### config.mk
export PLATFORM = sky130hd
export DESIGN_NAME = button_event_decoder
export DESIGN_NICKNAME = d
export VERILOG_FILES = /design/src/rtl/button_event_decoder_pkg.sv /design/src/rtl/button_event_decoder_hold_timer.sv /design/src/rtl/button_event_decoder.sv
export SDC_FILE = /design/constraint.sdc
export NUM_CORES = 1
export LEC_CHECK = 0
export ABC_AREA = 1
export CORE_ASPECT_RATIO = 0.9
export CORE_MARGIN = 2
export CORE_UTILIZATION = 50
export CTS_BUF_LIST = sky130_fd_sc_hd__clkbuf_16
export CTS_CLUSTER_DIAMETER = 40
export DETAILED_ROUTE_END_ITERATION = 8
export PLACE_DENSITY = 0.72
export SLEW_MARGIN = 20
export SYNTH_ARGS = -nofsm -noshare
export SYNTH_HDL_FRONTEND = slang
export SYNTH_SLANG_ARGS = --single-unit
export TNS_END_PERCENT = 50
### constraint.sdc
create_clock -name clk -period 1.7 [get_ports clk]
set_input_delay 0.255 -clock clk [delete_from_list [all_inputs] [get_ports clk]]
set_output_delay 0.255 -clock clk [all_outputs]
set_load 0.005 [all_outputs]
### src/rtl/button_event_decoder_pkg.sv
// rtl/button_event_decoder_pkg.sv - shared state encoding and defaults for the button event decoder
//
// Contents:
//   state_t            FSM state encoding (IDLE, PRESSED, LONG_HELD, WAIT_RELEASE)
//   DEFAULT_CNT_WIDTH  default width of the hold counter
package button_event_decoder_pkg;

    typedef enum logic [1:0] {
        IDLE         = 2'd0,
        PRESSED      = 2'd1,
        LONG_HELD    = 2'd2,
        WAIT_RELEASE = 2'd3
    } state_t;

    localparam int DEFAULT_CNT_WIDTH = 32;

endpackage

### src/rtl/button_event_decoder_hold_timer.sv
// rtl/button_event_decoder_hold_timer.sv - hold-duration up-counter with selectable terminal count
//
// Ports:
//   clk         system clock
//   reset_n     asynchronous active-low reset
//   clear       synchronous clear of the count (wins over inc)
//   inc         advance the count by one
//   sel_repeat  0: compare against LONG_PRESS_CYCLES-1, 1: against REPEAT_CYCLES-1
//   terminal    1 while the count equals the selected limit minus one
module button_event_decoder_hold_timer
    import button_event_decoder_pkg::*;
#(
    parameter int LONG_PRESS_CYCLES = 50000000,
    parameter int REPEAT_CYCLES     = 10000000,
    parameter int CNT_WIDTH         = DEFAULT_CNT_WIDTH
) (
    input  logic clk,
    input  logic reset_n,
    input  logic clear,
    input  logic inc,
    input  logic sel_repeat,
    output logic terminal
);

    localparam logic [CNT_WIDTH-1:0] LONG_LAST   = CNT_WIDTH'(LONG_PRESS_CYCLES - 1);
    localparam logic [CNT_WIDTH-1:0] REPEAT_LAST = CNT_WIDTH'(REPEAT_CYCLES - 1);
    localparam logic [CNT_WIDTH-1:0] CNT_ONE     = CNT_WIDTH'(1);

    logic [CNT_WIDTH-1:0] hold_cnt;

    always_ff @(posedge clk or negedge reset_n) begin
        if (!reset_n) begin
            hold_cnt <= '0;
        end else if (clear) begin
            hold_cnt <= '0;
        end else if (inc) begin
            hold_cnt <= hold_cnt + CNT_ONE;
        end
    end

    // The flag is raised on the count value seen at the edge that should act,
    // so the FSM transitions exactly LIMIT edges after the counter was cleared.
    assign terminal = (hold_cnt == (sel_repeat ? REPEAT_LAST : LONG_LAST));

endmodule

### src/rtl/button_event_decoder.sv
// rtl/button_event_decoder.sv - turns a debounced button level into press/release/click/long/repeat events
//
// Ports:
//   clk               system clock
//   reset_n           asynchronous active-low reset
//   button_level      debounced level, synchronous to clk, 1 = pressed
//   enable            0 suppresses all events and parks the FSM
//   press_pulse       one cycle on a new press
//   release_pulse     one cycle on any release
//   click_pulse       one cycle on release before the long-press threshold
//   long_press_pulse  one cycle when the hold reaches LONG_PRESS_CYCLES
//   repeat_pulse      one cycle every REPEAT_CYCLES while long-held
//   held              1 while the state is PRESSED or LONG_HELD
//   press_count       wrapping count of press_pulse events
module button_event_decoder
    import button_event_decoder_pkg::*;
#(
    parameter int LONG_PRESS_CYCLES = 50000000,
    parameter int REPEAT_CYCLES     = 10000000,
    parameter int CNT_WIDTH         = DEFAULT_CNT_WIDTH
) (
    input  logic       clk,
    input  logic       reset_n,
    input  logic       button_level,
    input  logic       enable,
    output logic       press_pulse,
    output logic       release_pulse,
    output logic       click_pulse,
    output logic       long_press_pulse,
    output logic       repeat_pulse,
    output logic       held,
    output logic [7:0] press_count
);

    state_t state;
    state_t next_state;

    logic cnt_clear;
    logic cnt_inc;
    logic terminal;

    logic nxt_press;
    logic nxt_release;
    logic nxt_click;
    logic nxt_long;
    logic nxt_repeat;

    button_event_decoder_hold_timer #(
        .LONG_PRESS_CYCLES (LONG_PRESS_CYCLES),
        .REPEAT_CYCLES     (REPEAT_CYCLES),
        .CNT_WIDTH         (CNT_WIDTH)
    ) u_hold_timer (
        .clk        (clk),
        .reset_n    (reset_n),
        .clear      (cnt_clear),
        .inc        (cnt_inc),
        .sel_repeat (state == LONG_HELD),
        .terminal   (terminal)
    );

    // The counter is cleared on every path except a plain continued hold, so
    // entering PRESSED or LONG_HELD always starts from zero.
    always_comb begin
        next_state  = state;
        cnt_clear   = 1'b1;
        cnt_inc     = 1'b0;
        nxt_press   = 1'b0;
        nxt_release = 1'b0;
        nxt_click   = 1'b0;
        nxt_long    = 1'b0;
        nxt_repeat  = 1'b0;

        if (!enable) begin
            // Parking in WAIT_RELEASE while pressed prevents a phantom press
            // when enable comes back with the button still down.
            next_state = button_level ? WAIT_RELEASE : IDLE;
        end else begin
            case (state)
                WAIT_RELEASE: begin
                    if (!button_level) begin
                        next_state = IDLE;
                    end
                end
                IDLE: begin
                    if (button_level) begin
                        next_state = PRESSED;
                        nxt_press  = 1'b1;
                    end
                end
                PRESSED: begin
                    // Release is tested first so it wins over the threshold edge.
                    if (!button_level) begin
                        next_state  = IDLE;
                        nxt_release = 1'b1;
                        nxt_click   = 1'b1;
                    end else if (terminal) begin
                        next_state = LONG_HELD;
                        nxt_long   = 1'b1;
                    end else begin
                        cnt_clear = 1'b0;
                        cnt_inc   = 1'b1;
                    end
                end
                LONG_HELD: begin
                    if (!button_level) begin
                        next_state  = IDLE;
                        nxt_release = 1'b1;
                    end else if (terminal) begin
                        nxt_repeat = 1'b1;
                    end else begin
                        cnt_clear = 1'b0;
                        cnt_inc   = 1'b1;
                    end
                end
                default: begin
                    next_state = WAIT_RELEASE;
                end
            endcase
        end
    end

    always_ff @(posedge clk or negedge reset_n) begin
        if (!reset_n) begin
            state            <= WAIT_RELEASE;
            press_pulse      <= 1'b0;
            release_pulse    <= 1'b0;
            click_pulse      <= 1'b0;
            long_press_pulse <= 1'b0;
            repeat_pulse     <= 1'b0;
            held             <= 1'b0;
            press_count      <= 8'd0;
        end else begin
            state            <= next_state;
            press_pulse      <= nxt_press;
            release_pulse    <= nxt_release;
            click_pulse      <= nxt_click;
            long_press_pulse <= nxt_long;
            repeat_pulse     <= nxt_repeat;
            held             <= (next_state == PRESSED) || (next_state == LONG_HELD);
            if (nxt_press) begin
                press_count <= press_count + 8'd1;
            end
        end
    end

endmodule

Word-level counts from Yosys, hierarchy flattened

Cells that the tools add are included.

Register bits: 48
Word-level logic and storage cells: 53
ROM bits: 0
RAM bits: 0
Latch bits: 0
Memories: 0
Input port bits: 4
Output and inout bits: 14

Multipliers: 0
Equal/unequal tests: 6
Shift-type cells: 0
Reductions and logical operators: 5
Add/subtract/negate cells: 2
Divide/modulo/power cells: 0
Muxes and demuxes: 31
Bitwise gates (word level): 0
Magnitude comparators: 0

Operators by type and width:

| operator                | count |
|---|---|
| $mux W32                | 2 |
| $add A32 B1 Y32 const B | 1 |
| $eq A32 B32 Y1          | 1 |
| $mux W26                | 1 |
| $mux W1                 | 21 |
| $mux W2                 | 6 |
| $add A8 B1 Y8 const B   | 1 |
| $eq A2 B2 Y1 const B    | 3 |
| $pmux W2 S3             | 1 |
| $eq A2 B1 Y1 const B    | 2 |
| $reduce_or A2 Y1        | 2 |
| $logic_not A2 Y1        | 1 |
| $reduce_bool A2 Y1      | 1 |
| $logic_or A1 B1 Y1      | 1 |

Logic depth before layout (Yosys ltp)

Gate-level depths: netlist of the first run.

Depth in word-level cells: 9
Mapped depth: 15
Depth with buffers taken out: 15

Hierarchy

Synthesis of the first run repeated with hierarchy kept, for this count alone.

Cells, all modules: 394
Area, all modules: 2859.0 sq um

Modules (own cells, without submodules):

| module                          | area each (sq um) | times used | sequential area each (sq um) | cells an instance |
|---|---|---|---|---|
| button_event_decoder_hold_timer | 1983.2            | 1          | 800.8                        | 292 |
| button_event_decoder            | 875.8             | 1          | 402.9                        | 102 |

Worst setup path after synthesis of the first run

Ideal clock, no wire load.

Kind: register to register
Start: register state[0]
End: register u_hold_timer.hold_cnt[15]
Required time: 1.580 ns
Clock period less this slack: 1.804 ns
Setup time: 0.120 ns
Arrival time: 1.684 ns
Stages on the path, launching flop included: 12
Setup slack: -0.104 ns
Buffers on the path: 1
Cells stage by stage: dfstp_2 > inv_1 > ha_1 > inv_1 > nand3_1 > nand2_1 > inv_1 > nor2_1 > nand3_1 > nand3_2 > buf_4 > nor2_1

Word-level cells in the longest chain between the ends: 8
Elaborated cells on any way between the ends: 15
Classes of those cells: eq/ne (3); mux (10); reduce/logical (2)

Ends and longest elaborated chain:

| element                                        | RTL line                                                | source |
|---|---|---|
| start, declared                                | button_event_decoder.sv:35                              | `state_t state;` |
| start signal, assigned                         | button_event_decoder.sv:133                             | `state <= next_state;` |
| $eq A2 B2 Y1                                   | button_event_decoder.sv:57, button_event_decoder.sv:78  |  |
| $mux W26                                       | button_event_decoder_hold_timer.sv:43                   | `assign terminal = (hold_cnt == (sel_repeat ? REPEAT_LAST : LONG_LAST));` |
| $eq A32 B32 Y1                                 | button_event_decoder_hold_timer.sv:43                   |  |
| $mux W1                                        | button_event_decoder.sv:96, button_event_decoder.sv:108 |  |
| $mux W1                                        | button_event_decoder.sv:105                             | `if (!button_level) begin` |
| $mux W1                                        | n/a                                                     |  |
| $mux W1                                        | button_event_decoder.sv:73                              | `if (!enable) begin` |
| $mux W32 or $reduce_bool A2 Y1 (tied branches) | n/a                                                     |  |
| end signal, assigned                           | button_event_decoder_hold_timer.sv:37                   | `hold_cnt <= hold_cnt + CNT_ONE;` |
| end, declared                                  | button_event_decoder_hold_timer.sv:29                   | `logic [CNT_WIDTH-1:0] hold_cnt;` |

Several ways; a longest one is shown, not always the timed one.
A chain may end at the register's enable or synchronous reset.

Worst setup path after layout of the first run

Start: register state[1]
End: register held

Word-level cells in the longest chain between the ends: 9
Elaborated cells on any way between the ends: 16
Classes of those cells: eq/ne (6); mux (7); reduce/logical (3)

Ends and longest elaborated chain:

| element                                      | RTL line                                               | source |
|---|---|---|
| $eq A2 B2 Y1                                 | button_event_decoder.sv:57, button_event_decoder.sv:78 |  |
| $mux W26                                     | button_event_decoder_hold_timer.sv:43                  |  |
| $eq A32 B32 Y1                               | button_event_decoder_hold_timer.sv:43                  |  |
| $mux W2                                      | button_event_decoder.sv:96                             | `end else if (terminal) begin` |
| $mux W2                                      | button_event_decoder.sv:92                             | `if (!button_level) begin` |
| $pmux W2 S3 (*)                              | button_event_decoder.sv:78                             | `case (state)` |
| $mux W2 (*)                                  | button_event_decoder.sv:73                             |  |
| $eq A2 B1 Y1 or $eq A2 B2 Y1 (tied branches) | button_event_decoder.sv:139                            | `held <= (next_state == PRESSED) \|\| (next_state == LONG_HELD);` |
| $logic_or A1 B1 Y1 (*)                       | button_event_decoder.sv:139                            |  |
| end signal, assigned                         | button_event_decoder.sv:139                            |  |
| end, declared                                | button_event_decoder.sv:31                             | `output logic held,` |

Every way passes the cells marked *; elsewhere a longest branch is shown, timed or not.

==> results of run 1 <==
-- final timing paths --
| kind | to | slack [ps] | cells past startpoint |
|---|---|---|---|
| worst max-delay path | held | -170 | 11 |
| max in group asynchronous | state[1] | 680 | 3 |
| worst min register to register | press_count[7] | 470 | 1 |
| worst max register to register | held | -170 | 11 |
| min in group clk | press_count[7] | 470 | 1 |
| worst min-delay path | u_hold_timer.hold_cnt[11] | 450 | 2 |
-- registers in the layout (all words and copies together) (netlist names) --
register / flops
click_pulse: 1
repeat_pulse: 1
press_count: 8
long_press_pulse: 1
state: 2
held: 1
release_pulse: 1
press_pulse: 1
u_hold_timer.hold_cnt: 32
-- layout by cell type (no fill, tap or decap), types with 6 or more instances in the layout --
cell | Yosys | final
nand3_1 | 15 | 13
xnor2_1 | 6 | 6
inv_1 | 35 | 32
xor2_1 | 16 | 16
nand2_2 | 5 | 11
buf_4 | 3 | 55
nor2_2 | 5 | 12
nand4_1 | 9 | 9
nand2_1 | 79 | 73
nor3_2 | 2 | 6
nor2_1 | 72 | 64
nor3_1 | 21 | 17
dfrtp_1 | 46 | 46
inv_2 | 6 | 8
nand3_2 | 4 | 6
a21oi_1 | 10 | 10
clkdlybuf4s50_1 | 0 | 16
o21ai_0 | 7 | 7
-- area by class of cell --
class                           instances  area [sq um]
Clock inverter                          3          13.8
Multi-Input combinational cell        276          1550
Inverter                               41           156
Fill cell                             452          1800
Clock buffer                            5           125
Sequential cell                        48          1200
Tap cell                               70          87.6
Timing Repair Buffer                   76           631
-- power by group --
group	leakage, nW	switching (W)	internal [W]
combinational	0.938	0.000200	0.000229
clock	0.0710	0.000423	0.000535
sequential	0.645	0.0000570	0.00120
-- metrics by stage --
| step | hold slack [ps] | cells | utilization, % |
|---|---|---|---|
| 2_1_floorplan | -40.6 | 370 | - |
| 3_3_place_gp | 228 | 507 | 62.6 |
| 3_5_place_dp | 233 | 507 | 62.6 |
| 4_1_cts | 470 | 516 | 65.8 |
| 5_1_grt | 499 | 519 | 67.7 |
| 6_report | 446 | 519 | 67.7 |
-- repair_timing --
action                     4_1_cts  5_1_grt
pin swaps                        4       15
hold endpoints to repair        18        0
hold buffers                     1        0
buffers inserted                 0        3
setup endpoints to repair       35       37
gates cloned                     0        0
resized for setup                7       24
-- logic make-up after synthesis --
group	Yosys count	share of synthesized area [%]
and+or+nand+nor	226	37.1
DFF	48	42.4
buffers and inverters	46	6.57
xor gates and xnor gates	22	6.79
AOI/OAI and AO/OA	21	4.01
adders and majority gates	7	3.09
-- metal layers --
metal / GRT usage (%) / part of all wire (%)
met3: 3.03 / 5.9
met1: 35.7 / 46
met4: 6.01 / 2.1
met5: 0 / 0
met2: 41.9 / 46
==> key figures, run 1 <==
Clock network
  – Worst-path clk slew: 60 ps
  – CTS tree: done
  – Clk root buf: clkbuf_16
  – Worst-Skew Late Latency: 290 ps
  – CTS buffer count: 5
  – Maximum root-to-sink buffer count: 2
  – CTS H-tree depth: 2
  – CTS Sinks: 48

Timing
  – Final Hold Viols: 0
  – Worst slew margin: 70.1%
  – Clock Skews: 4.97 ps
  – Final setup TNS: -3830 ps
  – Min Clock Period, post-route: 1870 ps
  – RSZ-0062 raised after global routing: yes
  – Slew of the pin with the lowest slew margin: 449 ps
  – Final setup vio count: 35
  – FMAX: 0.534 GHz
  – Worst setup margin: -173 ps
  – Max-slew violations: 0
  – Period utilization: 110%

Logic synthesis
  – Primary FF master, synth: dfrtp_1
  – Post-synth top area cell: dfrtp_1
  – Commonest cells post-synth: nand2_1, nor2_1, dfrtp_1, inv_1, nor3_1
  – Mapped Area: 2840 sq um
  – Syn_nets: 381
  – Top cells by area, synth: dfrtp_1, nand2_1, nor2_1
  – Most common cell in the netlist: nand2_1
  – Number of flops mapped to enable cells by yosys: 0
  – Synthesized instance count: 370
  – Async set-reset flop share out of synthesis: 100%
  – Mean Syn Cell Area: 7.67 sq um
  – Distinct cells, synth: 30
  – Synthesis-stage register bit count: 48
  – Post-synth top area share: 40.6%
  – Yosys warnings: 0
  – Sequential share of the synthesized area: 42.4%

Floorplan
  – Starting density of the core: 51.0%
  – Core region area: 5560 sq um
  – Die X: 83.4 microns
  – Ports: 18
  – Die Height: 75.5 microns
  – Die area: 6290 sq um
  – Rows: 26

Drt
  – Initial DRC Count: 254
  – DRT Pass-1 Iters: 6
  – Routed Antenna Nets: 0
  – Via Count: 2780
  – Drc violations: 0
  – Vias per cell: 5.36
  – Routed WL: 7710 microns
  – Routed wire per std cell: 14.8 microns

Setup path
  – Reg2reg start: state[1]
  – Worst path max stage delay: 560 ps
  – Data arrival, critical path: 2050 ps
  – CP Data Required Time: 1880 ps
  – Top delay family on crit path: simple AND/OR/NAND/NOR gates
  – Max Fanout on Critical Path: 6
  – Worst-path cell chain: ha_4, inv_4, buf_4, nand2_1, nand3_1, nor2_2, nand4_1, nor2_1, nor2_1, nand3_1, nand2_1
  – Worst Setup SP: state[1]
  – Critical-path top delay cell: dfstp_2
  – Kind of start point of the critical path: register
  – Worst setup EP type: register
  – Buf+Inv Stages, Crit Path: 2
  – Worst setup path category: reg2reg

Min path
  – Worst hold path type: in2async

Layout
  – Final Cell Area: 3760 sq um
  – Final #Nets: 459
  – Layout cells sized above 1: 27.4%
  – Layout overhead on the synthesized area: 32.7%
  – # diodes: 0

Status
  – Status: complete, but fails checks
  – Failing checks: setup timing

Placement
  – IO Port Bufs: 17
  – Area after DPL: 3480 sq um
  – Place WS: -207 ps
  – GP Congestion: 1.01
  – HPWL after DPL: 5910 microns

Global route
  – All-Layer GR Usage: 25.1%
  – Number of global-route vias before repair: 2613
  – Pin count of the biggest net entering global routing: 31
  – Antenna violations before repair: 0
  – First-pass GRT wire length: 12500 microns
  – Total gr overflow: 0

Power and ir drop
  – Worst VDD drop: 0.487 mV
  – Overall Power: 0.00265 W
  – PwrDens: 703 nW/um^2
  – P_leak: 1.65 nW

Flow run
  – Max-cap violations: 0
(Power assumes the default switching activity.)
==> run 2: changes to the inputs <==
CELL_PAD_IN_SITES_DETAIL_PLACEMENT = 0   (was default)
CELL_PAD_IN_SITES_GLOBAL_PLACEMENT = 1   (was default)
CORE_UTILIZATION = 40   (was 50)
PLACE_DENSITY = default   (was 0.72)
PLACE_DENSITY_LB_ADDON = 0.1   (was default)
==> run 2 against run 1 <==
The run still ends with setup timing left; combinational power rose by 12%; cell count is 6.0% higher; fmax is 1.1% lower; critical endpoint unchanged.
==> key figures, run 2 (synthesis gave the netlist of run 1 again) <==
Status
  – Status: complete, but fails checks
  – Failing checks: setup timing

Timing
  – Clock Skews: 11.2 ps (+6.21 ps)
  – Final Hold Viols: 0 (unchanged)
  – FMAX: 0.528 GHz (-1.1%)
  – Period utilization: 111% (+1.3 points)
  – Worst setup margin: -194 ps (-21.7 ps)
  – Worst slew margin: 74.0% (+3.9 points)
  – Min Clock Period, post-route: 1890 ps (+21.7 ps)
  – RSZ-0062 raised after global routing: yes
  – Slew of the pin with the lowest slew margin: 391 ps (-58.1 ps)
  – Max-slew violations: 0 (unchanged)
  – Fin Hold WS: 471 ps (+24.7 ps)
  – Final setup vio count: 35 (unchanged)

Drt
  – Met3 wire len: 364 microns (-20%)
  – M1 wire length: 4020 microns (+14%)
  – Routed WL: 8230 microns (+6.8%)
  – Vias per cell: 4.98 (-7.0%)
  – Via Count: 2739 (-1.5%)
  – Initial DRC Count: 122 (-52%)
  – Max Used Layer: met4
  – Drc violations: 0 (unchanged)
  – Metal2 WL: 3680 microns (+3.6%)
  – DRT Pass-1 Iters: 4 (-2)
  – Routed Antenna Nets: 0 (unchanged)
  – Routed wire per std cell: 15.0 microns (+0.77%)

Power and ir drop
  – P_leak: 1.73 nW (+4.4%)
  – PwrDens: 715 nW/um^2 (+1.7%)
  – Worst VDD drop: 0.601 mV (+24%)
  – Overall Power: 0.00291 W (+9.9%)
  – Sw Ratio: 25.7% (about the same)
  – Logic pwr share: 16.5% (+0.3 points)
  – Clk pwr share: 40.1% (+3.9 points)
  – P_sw: 0.000747 W (+9.9%)
  – Int Pwr: 0.00216 W (+9.8%)
  – Share of power burned in registers: 43.4% (-4.2 points)

Setup path
  – R2R depth: 15 (+4)
  – Data arrival, critical path: 2080 ps (+30 ps)
  – CP Data Required Time: 1890 ps (about the same)
  – Buf+Inv Stages, Crit Path: 2 (unchanged)
  – Top delay family on crit path: simple AND/OR/NAND/NOR gates
  – Kind of start point of the critical path: register
  – Worst setup path category: reg2reg
  – Worst-path cell chain: inv_2, ha_4, nor2_1, nand2_1, nand2_1, nand2_1, nor2_2, nand3_4, buf_6, nand2_2, nand2_2, nand2_2, nand2_1, nand3_1, nand2_1
  – Critical-path top delay cell: dfstp_2
  – Worst setup EP type: register
  – Worst path max stage delay: 540 ps (-20 ps)
  – Critical path depth: 15 (+4)
  – Crit path top cell by count: nand2_1
  – Max Fanout on Critical Path: 6 (unchanged)

Floorplan
  – Core region area: 6970 sq um (+25%)
  – Die Height: 83.9 microns (+11%)
  – Starting density of the core: 40.7% (-10 points)
  – Rows: 29 (+12%)
  – Die area: 7780 sq um (+24%)
  – Ports: 18 (unchanged)
  – Die X: 92.8 microns (+11%)

Layout
  – Layout overhead on the synthesized area: 43.3%
  – Most frequent cells in the layout: nand2_1, buf_4, nor2_1
  – # diodes: 0 (unchanged)
  – Final Non-Filler Cells: 550 (+6.0%)
  – Register with the most flip-flops: u_hold_timer.hold_cnt
  – Max reg flops: 32 (unchanged)
  – Most common cell after layout, fill and taps aside: nand2_1
  – Layout cells sized above 1: 34.1% (+6.7 points)
  – Biggest regs: u_hold_timer.hold_cnt x32, press_count x8, state x2
  – Final Util: 58.4% (-9.3 points)
  – Final #Nets: 467 (+1.7%)

Clock network
  – Clk root buf: clkbuf_16
  – Worst-path clk slew: 70 ps (about the same)
  – Maximum root-to-sink buffer count: 2 (unchanged)
  – CTS Sinks: 48 (unchanged)
  – CTS tree: done
  – CTS H-tree depth: 2 (unchanged)
  – CTS buffer count: 5 (unchanged)
  – Worst-Skew Late Latency: 300 ps (about the same)

Placement
  – IO Port Bufs: 17 (unchanged)
  – GP Congestion: 0.983 (-2.4%)
  – Place WS: -265 ps (-57.7 ps)
  – HPWL after DPL: 6120 microns (+3.6%)
  – Placed cells: 535 (+5.5%)

Flow run
  – Max-cap violations: 0 (unchanged)

Global route
  – First-pass GRT wire length: 13500 microns (+8.2%)
  – Number of global-route vias before repair: 2654 (+1.6%)
  – Antenna violations before repair: 0 (unchanged)
  – Total gr overflow: 0 (unchanged)
  – All-Layer GR Usage: 22.5% (-2.7 points)
  – Pin count of the biggest net entering global routing: 49 (+58%)

Min path
  – Worst hold path type: in2async
==> run 2: cell types whose count changed in the layout (fill, tap and decap cells not counted), sizes merged <==
cell / before / now
buf: 59 / 67
clkinvlp: 0 / 1
bufinv: 0 / 1
clkinv: 3 / 0
inv: 41 / 42
==> run 2: worst paths after layout <==
kind	startpoint	slack [ps]	endpoint
max in group asynchronous	reset_n	940	state[1]
worst min-delay path	reset_n	470	u_hold_timer.hold_cnt[1]
min in group clk	press_count[7]	490	press_count[7]
worst max register to register	state[0]	-190	held
worst max-delay path	state[0]	-190	held
worst min register to register	press_count[7]	490	press_count[7]
==> run 2: repair_timing <==
action	4_1_cts	5_1_grt
cloned	1	0
hold endpoints to repair	46	0
buffers inserted	6	1
gates resized for setup	32	45
hold buffers	1	0
pin swaps	14	22
endpoints found under the setup margin	36	36
==> run 2: metal layers <==
| metal | GRT usage, % | vias to the layer above |
|---|---|---|
| li1 | - | 1351 |
| met1 | 34.4 | 1315 |
| met2 | 32.4 | 60 |
| met3 | 3.61 | 13 |
| met4 | 6.82 | 0 |
| met5 | 0 | - |
==> run 2: power groups by stage <==
stage | Combinational [W] | Clock [W] | Sequential [W]
2_1_floorplan | 0.000161 | 0 | 0.00128
3_3_place_gp | 0.000391 | 0 | 0.00128
3_5_place_dp | 0.000392 | 0 | 0.00128
4_1_cts | 0.000473 | 0.00120 | 0.00126
5_1_grt | 0.000527 | 0.00124 | 0.00127
6_report | 0.000481 | 0.00117 | 0.00126
==> run 2: area by class of cell <==
| type | instances | area (sq um) |
|---|---|---|
| Fill cell | 666 | 2900 |
| Timing Repair Buffer | 84 | 714 |
| Multi-Input combinational cell | 276 | 1700 |
| Clock buffer | 5 | 125 |
| Tap cell | 93 | 116 |
| Inverter | 41 | 161 |
| Clock inverter | 3 | 46.3 |
| Sequential cell | 48 | 1200 |
==> run 2: per-stage QoR <==
stage                     area [sq um]  setup TNS [ps]
after global placement            3550           -4910
final                             4070           -3810
after floorplan                   2840           -71.1
after global routing              4070           -7870
after detailed placement          3550           -5530
after CTS                         3920           -2790
==> run 2: tightest hold or removal path: stages <==
cell	delay, ps
dlygate4sd3_1	520
buf_2	120
buf_12	250
